**src/rtl/mcs_sync_gen.sv**
```systemverilog
// rtl/mcs_sync_gen.sv - AD9361 multi-chip-sync pulse train generator
//
// Synchronises a GPIO request level into the clk domain and, on each accepted
// rising edge, emits num_pulses pulses of pulse_len high / gap_len low cycles
// on mcs_sync, followed by a one-cycle done strobe.
//
// Optional feature macro: MCS_SYNC_ALIGN_EN (pulses start on the cycle after ref_tick).
//
// Ports:
//   clk, rstn    fabric clock, asynchronous active-low reset
//   sync_req     asynchronous request level, rising edge starts a sequence
//   ref_tick     alignment strobe (used only with MCS_SYNC_ALIGN_EN)
//   pulse_len    high cycles per pulse (0 treated as 1)
//   gap_len      low cycles between pulses (0 treated as 1)
//   num_pulses   pulses per sequence
//   clr_status   clears overrun
//   mcs_sync     registered pulse output
//   busy         sequence in progress
//   done         one-cycle end-of-sequence strobe
//   overrun      sticky: request edge seen while busy
//   pulse_cnt    pulses emitted in the current or last sequence

module mcs_sync_gen #(
  parameter int CNT_W       = 16,
  parameter int NPULSE_W    = 4,
  parameter int SYNC_STAGES = 3   // must be at least 2
) (
  input  logic                clk,
  input  logic                rstn,
  input  logic                sync_req,
  input  logic                ref_tick,
  input  logic [CNT_W-1:0]    pulse_len,
  input  logic [CNT_W-1:0]    gap_len,
  input  logic [NPULSE_W-1:0] num_pulses,
  input  logic                clr_status,
  output logic                mcs_sync,
  output logic                busy,
  output logic                done,
  output logic                overrun,
  output logic [NPULSE_W-1:0] pulse_cnt
);

  typedef enum logic [2:0] {S_IDLE, S_ARM, S_HIGH, S_LOW, S_DONE} state_t;

  state_t                state_q, state_d;
  logic [SYNC_STAGES-1:0] sync_q, sync_d;
  logic [SYNC_STAGES-1:0] vld_q, vld_d;
  logic [CNT_W-1:0]      cnt_q, cnt_d;
  logic [CNT_W-1:0]      plen_q, plen_d;
  logic [CNT_W-1:0]      glen_q, glen_d;
  logic [NPULSE_W-1:0]   npulse_q, npulse_d;
  logic [NPULSE_W-1:0]   pulse_cnt_q, pulse_cnt_d;
  logic                  mcs_sync_q, mcs_sync_d;
  logic                  busy_q, busy_d;
  logic                  done_q, done_d;
  logic                  overrun_q, overrun_d;

  logic                  edge_det;
  logic [CNT_W-1:0]      plen_in, glen_in;
  logic [NPULSE_W-1:0]   pulse_cnt_inc;

  // vld_q marks which synchroniser stages hold real post-reset samples, so a
  // request already high at reset release never looks like a 0->1 edge.
  assign edge_det      = sync_q[SYNC_STAGES-2] & ~sync_q[SYNC_STAGES-1] & vld_q[SYNC_STAGES-1];
  assign plen_in       = (pulse_len == '0) ? CNT_W'(1) : pulse_len;
  assign glen_in       = (gap_len == '0) ? CNT_W'(1) : gap_len;
  assign pulse_cnt_inc = pulse_cnt_q + 1'b1;

`ifdef MCS_SYNC_ALIGN_EN
`else
  logic unused_ref_tick;
  assign unused_ref_tick = ref_tick;
`endif

  always_comb begin
    sync_d      = {sync_q[SYNC_STAGES-2:0], sync_req};
    vld_d       = {vld_q[SYNC_STAGES-2:0], 1'b1};
    state_d     = state_q;
    cnt_d       = cnt_q;
    plen_d      = plen_q;
    glen_d      = glen_q;
    npulse_d    = npulse_q;
    pulse_cnt_d = pulse_cnt_q;

    // A new overrun edge beats a simultaneous clear.
    overrun_d = overrun_q;
    if (edge_det && (state_q != S_IDLE)) begin
      overrun_d = 1'b1;
    end else if (clr_status) begin
      overrun_d = 1'b0;
    end

    // cnt_q holds remaining cycles minus one in the current HIGH/LOW phase.
    case (state_q)
      S_IDLE: begin
        if (edge_det) begin
          plen_d      = plen_in;
          glen_d      = glen_in;
          npulse_d    = num_pulses;
          pulse_cnt_d = '0;
          cnt_d       = plen_in - 1'b1;
          if (num_pulses == '0) begin
            state_d = S_DONE;
          end else begin
`ifdef MCS_SYNC_ALIGN_EN
            state_d = S_ARM;
`else
            state_d = S_HIGH;
`endif
          end
        end
      end
`ifdef MCS_SYNC_ALIGN_EN
      S_ARM: begin
        if (ref_tick) begin
          state_d = S_HIGH;
          cnt_d   = plen_q - 1'b1;
        end
      end
`endif
      S_HIGH: begin
        if (cnt_q == '0) begin
          pulse_cnt_d = pulse_cnt_inc;
          cnt_d       = glen_q - 1'b1;
          state_d     = (pulse_cnt_inc == npulse_q) ? S_DONE : S_LOW;
        end else begin
          cnt_d = cnt_q - 1'b1;
        end
      end
      S_LOW: begin
        if (cnt_q == '0) begin
`ifdef MCS_SYNC_ALIGN_EN
          state_d = S_ARM;
`else
          state_d = S_HIGH;
          cnt_d   = plen_q - 1'b1;
`endif
        end else begin
          cnt_d = cnt_q - 1'b1;
        end
      end
      S_DONE:  state_d = S_IDLE;
      default: state_d = S_IDLE;
    endcase

    // Outputs are registered alongside the state so they align with it.
    mcs_sync_d = (state_d == S_HIGH);
    busy_d     = (state_d != S_IDLE);
    done_d     = (state_d == S_DONE);
  end

  always_ff @(posedge clk or negedge rstn) begin
    if (!rstn) begin
      state_q     <= S_IDLE;
      sync_q      <= '0;
      vld_q       <= '0;
      cnt_q       <= '0;
      plen_q      <= '0;
      glen_q      <= '0;
      npulse_q    <= '0;
      pulse_cnt_q <= '0;
      mcs_sync_q  <= 1'b0;
      busy_q      <= 1'b0;
      done_q      <= 1'b0;
      overrun_q   <= 1'b0;
    end else begin
      state_q     <= state_d;
      sync_q      <= sync_d;
      vld_q       <= vld_d;
      cnt_q       <= cnt_d;
      plen_q      <= plen_d;
      glen_q      <= glen_d;
      npulse_q    <= npulse_d;
      pulse_cnt_q <= pulse_cnt_d;
      mcs_sync_q  <= mcs_sync_d;
      busy_q      <= busy_d;
      done_q      <= done_d;
      overrun_q   <= overrun_d;
    end
  end

  assign mcs_sync  = mcs_sync_q;
  assign busy      = busy_q;
  assign done      = done_q;
  assign overrun   = overrun_q;
  assign pulse_cnt = pulse_cnt_q;

endmodule

```
**config.mk**
```make
export PLATFORM = sky130hd
export DESIGN_NAME = mcs_sync_gen
export DESIGN_NICKNAME = d
export VERILOG_FILES = /design/src/rtl/mcs_sync_gen.sv
export SDC_FILE = /design/constraint.sdc
export NUM_CORES = 1
export LEC_CHECK = 0
export CORE_ASPECT_RATIO = 1.5
export CORE_MARGIN = 3
export CORE_UTILIZATION = 57
export CTS_CLUSTER_SIZE = 28
export DETAILED_ROUTE_END_ITERATION = 10
export PLACE_DENSITY = 0.81
export SYNTH_ARGS = -nofsm -noshare
export SYNTH_HDL_FRONTEND = slang
export SYNTH_SLANG_ARGS = --single-unit
export TNS_END_PERCENT = 10
```
**constraint.sdc**
```tcl
create_clock -name clk -period 2.8 [get_ports clk]
set_input_delay 0.84 -clock clk [delete_from_list [all_inputs] [get_ports clk]]
set_output_delay 0.84 -clock clk [all_outputs]
set_load 0.01 [all_outputs]
```
==> results.py, run 1 <==
metrics = {
    "sta": {
        "period_needed_ns": 2.69,
        "period_share_pct": 96.0,
        "fin_setup_tns_ns": 0,
        "final-hold-violation-count": 0,
        "fmax_mhz": 372,
        "max_slew_margin_pct": 56.4,
        "holdWs_ns": 0.351,
        "setup_slack_ns": 0.113,
        "slew_viol_final": 0,
        "tightest_slew_ns": 0.654,
        "finalSetupViolations": 0,
        "rsz0062_at_grt": "false",
        "fin_skew_ns": 0.00876,
    },
    "placement": {
        "gp_congestion": 0.860,
        "pre_cts_ws_ns": -0.471,
        "hpwl_um": 8520,
        "port_buffers": 47,
    },
    "floorplanning": {
        "dieArea_um2": 8630,
        "io_pins": 49,
        "initial_utilization_pct": 59.0,
        "die_w_um": 76.9,
        "die_h_um": 112,
        "core_um2": 7270,
        "rows": 38,
    },
    "critical_path": {
        "path_max_fanout": 5,
        "reg2reg_from": "cnt_q[0]$_DFFE_PN0P_",
        "crit_start": "pulse_len[1]",
        "r2r-end": "cnt_q[15]$_DFFE_PN0P_",
        "r2r_setup_slack_ns": 0.15,
        "critical_path_required_ns": 3.10,
        "start_kind": "input pin",
        "arrival_ns": 2.99,
        "r2r_cells": 9,
        "path_class": "input pin to register",
        "end_kind": "register",
    },
    "pwr": {
        "vdd.ir_drop.worst_v": 0.000600,
        "total_power_mw": 4.54,
        "pwr-share-seq_pct": 40.6,
        "p_leak_nw": 2.23,
        "pwr-share-comb_pct": 40.5,
        "p_sw_mw": 1.85,
        "internal-power_mw": 2.70,
        "swShare_pct": 40.6,
        "p_clk_share_pct": 18.9,
        "power_density_nw_per_um2": 848,
    },
    "layout": {
        "layout.cells.most_common": "nand2_1",
        "final_cell_mix": "nand2_1, dfrtp_1, buf_4, clkdlybuf4s50_1, nor3_1",
        "layout-drive-gt1-share_pct": 13.6,
        "nFillCells": 545,
        "area_growth_pct": 24.8,
        "regArea_um2": 1730,
        "n_antenna_cell": 0,
        "multi_input_area_um2": 2460,
        "fin_util_pct": 73.7,
        "fin_nets": 624,
    },
    "drt": {
        "viasPerCell": 5.98,
        "drt_wl_total_um": 11400,
        "ant_nets": 0,
        "num_vias": 4079,
        "drtIter0Drc": 317,
        "first_pass_iters": 4,
        "wl_per_cell_um": 16.8,
        "drc_errors": 0,
    },
    "clock_network": {
        "cts_max_path_buffers": 2,
        "cts_root_buffer": "clkbuf_8",
        "cts_buffers": 9,
        "hold_buffers": 0,
        "clkSinkCount": 69,
        "clk_latency_ns": 0.36,
        "htree_levels": 3,
        "path_clk_slew_ns": 0.07,
        "cts_tree": "built",
    },
    "grt": {
        "grt_pass1_vias": 4122,
        "gr-total-overflow": 0,
        "grt_max_degree": 46,
        "grt_pass1_wl_um": 19200,
        "track_usage_pct": 28.3,
        "grt_antenna_before_repair": 0,
    },
    "yosys": {
        "yosys.cell_types.count": 67,
        "ys_ff_latch": 69,
        "avgSynthCellArea_um2": 8.47,
        "yosys_most_used_dff": "dfrtp_1",
        "syn_area_um2": 4290,
        "yosys_warnings": 0,
        "ys_async_sr_fraction_pct": 100,
        "syn_nets": 554,
        "syn_inst": 507,
        "synth_area_leaders": "dfrtp_1, nand2_1, xnor2_1, xor2_1, nor3_1",
        "seq_area_frac_synth_pct": 40.2,
        "synth_edf_count": 0,
        "netlist.area_leader.share_pct": 40.2,
        "post-synth-top-area-cell": "dfrtp_1",
    },
    "worst_hold_path": {
        "hp-start": "vld_q[1]$_DFF_PN0_",
        "hold_depth": 0,
        "hold_end": "vld_q[2]$_DFF_PN0_",
        "hp-class": "register to register",
    },
    "status": {
        "status": "completed",
    },
    "job": {
        "maxCapViolCount": 0,
    },
}
## metal layers
metal | global-route usage (%) | routed length (um) | part of all wire, % | vias up
met5 | 0 | 0 | 0 | -
met4 | 16.6 | 521 | 4.6 | 0
met3 | 5.06 | 472 | 4.1 | 37
met2 | 51.2 | 6070 | 53 | 111
met1 | 30.3 | 4380 | 38 | 1972
li1 | - | - | - | 1959
## layout make-up
type | count | share of cell area (%)
Multi-Input combinational cell | 401 | 45.9
Inverter | 10 | 0.700
Timing Repair Buffer | 86 | 14.9
Clock inverter | 3 | 0.794
Clock buffer | 13 | 3.15
Sequential cell | 69 | 32.2
Tap cell | 100 | 2.33
## power groups by stage
stage	Sequential [mW]	Clock, mW	Combinational [mW]
after floorplan	1.75	0	1.30
after global placement	1.82	0	1.75
after detailed placement	1.85	0	1.81
after CTS	1.83	0.870	1.83
after global routing	1.90	0.920	2.07
final	1.84	0.859	1.84
## worst max path at each step
stage | endpoint | slack, ns | cells after the start
global route | pulse_cnt[2]$_DFFE_PN0P_ | 0.04 | 8
detailed placement | cnt_q[14]$_DFFE_PN0P_ | -0.47 | 11
CTS | cnt_q[14]$_DFFE_PN0P_ | -0.05 | 11
global placement | cnt_q[14]$_DFFE_PN0P_ | -0.44 | 11
floorplan | cnt_q[14]$_DFFE_PN0P_ | -0.0002 | 12
finish | cnt_q[14]$_DFFE_PN0P_ | 0.11 | 10
## registers in the layout (all words and copies together) (netlist names)
register,count
cnt_q,16
glen_q,16
plen_q,16
npulse_q,4
pulse_cnt,4
state_q,3
sync_q,3
vld_q,3
busy,1
done,1
mcs_sync,1
overrun,1
## logic make-up after synthesis
kind of cell | Yosys count | share of synthesized area [%]
other | 1 | 0.0874
AND/OR/NAND/NOR | 243 | 27.8
flip-flops | 69 | 40.2
AO/OA/AOI/OAI | 100 | 15.7
adder cells (fa/ha/maj) | 6 | 1.75
buffers and inverters | 37 | 3.67
XOR/XNOR | 40 | 8.16
multiplexers | 11 | 2.68
## per-stage QoR
stage / area (um^2) / instances
after floorplan: 4360 / 507
after global placement: 5090 / 665
after detailed placement: 5090 / 665
after CTS: 5310 / 681
after global routing: 5360 / 682
final: 5360 / 682
## cell usage after synthesis (6+ instances only)
| cell | count |
|---|---|
| mux2i_1 | 7 |
| inv_1 | 10 |
| nand2_1 | 117 |
| xnor2_1 | 22 |
| clkbuf_1 | 21 |
| or4_1 | 8 |
| nor4_1 | 17 |
| dfrtp_1 | 69 |
| a21oi_1 | 22 |
| o21ai_0 | 24 |
| nor3_1 | 27 |
| ha_1 | 6 |
| xor2_1 | 18 |
| o211ai_1 | 8 |
| nand3_1 | 10 |
| or3_1 | 6 |
| nor2_1 | 25 |
## worst max-delay path: stages
cell	delay, ns
clkdlybuf4s50_1	0.49
nor3_1	0.10
a21oi_4	0.16
ha_2	0.19
nor3b_4	0.30
nand2_1	0.11
or4_1	0.39
and2_1	0.16
o2111ai_1	0.08
o211a_1	0.17
## timing repair
action,4_1_cts,5_1_grt
resized for setup,2,16
pin swaps,2,3
buffers inserted,0,1
endpoints found under the setup margin,2,3
Note: power is estimated with default switching activity, not from simulation.
==> run 2: changes to the inputs <==
Settings changed: CORE_ASPECT_RATIO 1.5 to not set, CORE_MARGIN 3 to 2.
==> run 2 against run 1 <==
  * Sequential power is essentially flat
  * Register-to-register slack is essentially flat
  * Die area shrank 4.5%
  * Combinational power about the same
  * Clock skew increased by 0.0022 ns
  * Sequential share of layout area is 0.40 points higher
==> results.py, run 2 (synthesized netlist as in run 1, its figures left out) <==
metrics = {
    "sta": {
        "finalSetupViolations": 0,
        "fin_skew_ns": 0.0110,
        "final-hold-violation-count": 0,
        "fmax_mhz": 372,
        "max_slew_margin_pct": 58.2,
        "period_share_pct": 96.0,
        "period_needed_ns": 2.69,
        "holdWs_ns": 0.359,
        "tightest_slew_ns": 0.626,
        "setup_slack_ns": 0.113,
        "slew_viol_final": 0,
    },
    "clock_network": {
        "cts_tree": "built",
        "clkSinkCount": 69,
        "cts_root_buffer": "clkbuf_8",
        "path_clk_slew_ns": 0.09,
        "cts_buffers": 9,
        "htree_levels": 3,
        "clk_latency_ns": 0.35,
        "hold_buffers": 0,
        "cts_max_path_buffers": 2,
    },
    "critical_path": {
        "max_stage_delay_ns": 0.58,
        "critical-path-slowest-cell": "or4_1",
        "cp_cell_sequence": "clkdlybuf4s50_1 > buf_4 > or4_1 > nor4_1 > nand3b_1 > o2111ai_1 > o221a_2",
        "critical_path_required_ns": 3.04,
        "arrival_ns": 2.93,
        "path_class": "input pin to register",
        "start_kind": "input pin",
        "end_kind": "register",
        "path_max_fanout": 4,
    },
    "drt": {
        "drc_errors": 0,
        "num_vias": 4103,
        "drt_wl_total_um": 11300,
        "drtIter0Drc": 322,
        "viasPerCell": 6.02,
        "wl_per_cell_um": 16.7,
        "ant_nets": 0,
        "first_pass_iters": 5,
    },
    "floorplanning": {
        "io_pins": 49,
        "rows": 31,
        "initial_utilization_pct": 58.9,
        "die_h_um": 90.8,
        "core_um2": 7290,
        "dieArea_um2": 8240,
        "die_w_um": 90.8,
    },
    "grt": {
        "busiest_layer": "met2",
        "grt_max_degree": 47,
        "grt.met1_usage_pct": 39.9,
        "gr-usage-met3_pct": 3.51,
        "gr-total-overflow": 0,
        "grt_pass1_wl_um": 19100,
        "track_usage_pct": 28.7,
        "grtUsageMet2_pct": 46.8,
        "grt_pass1_vias": 3947,
        "grt_antenna_before_repair": 0,
    },
    "layout": {
        "reg.largest.list": "cnt_q: 16 flops, glen_q: 16 flops, plen_q: 16 flops",
        "layout.cells.most_common": "nand2_1",
        "n_antenna_cell": 0,
        "fin_nets": 624,
        "final_cell_mix": "nand2_1, dfrtp_1, buf_4, clkdlybuf4s50_1, nor3_1",
        "area_growth_pct": 23.3,
        "layout-drive-gt1-share_pct": 13.7,
    },
    "job": {
        "maxCapViolCount": 0,
    },
    "pwr": {
        "power_density_nw_per_um2": 839,
        "vdd.ir_drop.worst_v": 0.000501,
        "p_leak_nw": 2.13,
    },
    "placement": {
        "pre_cts_ws_ns": -0.506,
        "port_buffers": 47,
        "gp_congestion": 1.01,
        "hpwl_um": 8310,
    },
    "status": {
        "status": "completed",
    },
    "worst_hold_path": {
        "hp-class": "register to register",
    },
}
## run 2: cell types whose count changed in the layout (fill, tap and decap cells not counted), moves of 3 or more
| cell | delta |
|---|---|
| dlygate4sd2_1 | +10 |
| clkbuf_8 | -3 |
| inv_6 | +3 |
| clkinvlp_4 | +3 |
| dlymetal6s2s_1 | -10 |
## run 2: final timing paths
path,start,end,slack (ns),cells past startpoint
min,vld_q[0]$_DFF_PN0_,vld_q[1]$_DFF_PN0_,0.36,0
max in group asynchronous,rstn,plen_q[5]$_DFFE_PN0P_,1.65,2
min reg2reg,vld_q[0]$_DFF_PN0_,vld_q[1]$_DFF_PN0_,0.36,0
min in group asynchronous,rstn,pulse_cnt[2]$_DFFE_PN0P_,0.49,1
max reg2reg,cnt_q[0]$_DFFE_PN0P_,cnt_q[15]$_DFFE_PN0P_,0.14,9
max,pulse_len[1],cnt_q[11]$_DFFE_PN0P_,0.11,7
## run 2: critical path: cells and delay by family
kind                   cells  cell delay [ns]
AND/OR/NAND/NOR            3             1.12
buffers and inverters      2             0.58
AO/OA/AOI/OAI              2             0.39
## run 2: area by class of cell
| class | instances | area [um^2] |
|---|---|---|
| well taps | 99 | 124 |
| clock inverters | 7 | 56.3 |
| repair buffers | 86 | 776 |
| clock buffers | 9 | 124 |
| inverters | 10 | 37.5 |
| multi-input cells | 401 | 2450 |
| flip-flops and latches | 69 | 1730 |
| fillers | 577 | 2000 |
## run 2: repair_timing
| action | in CTS | in global routing |
|---|---|---|
| pin swaps | 5 | 5 |
| setup endpoints to repair | 1 | 3 |
| cloned | 0 | 0 |
| gates resized for setup | 13 | 4 |
| buffers inserted | 3 | 1 |
## run 2: where the power goes
part           internal [mW]  total (mW)  switching [mW]
Combinational          0.815        1.83            1.02
Clock                  0.330       0.763           0.432
Sequential              1.39        1.85           0.455
Total                   2.54        4.44            1.90
## run 2: metrics by stage
step / cell area (um^2) / std cells / util [%] / TNS [ns] / total power, mW
2_1_floorplan: 4360 / 507 / - / -0.000164 / 3.05
3_3_place_gp: 5070 / 661 / 69.6 / -1.62 / 3.57
3_5_place_dp: 5070 / 661 / 69.6 / -2.11 / 3.66
4_1_cts: 5270 / 680 / 72.3 / 0 / 4.42
5_1_grt: 5290 / 681 / 72.6 / -0.00493 / 4.77
6_report: 5290 / 681 / 72.6 / 0 / 4.44
## run 2: per-layer routing
metal,part of all wire [%],vias up
li1,-,1961
met1,45,1993
met2,48,129
met3,4.9,20
met4,2.1,0
met5,0,-
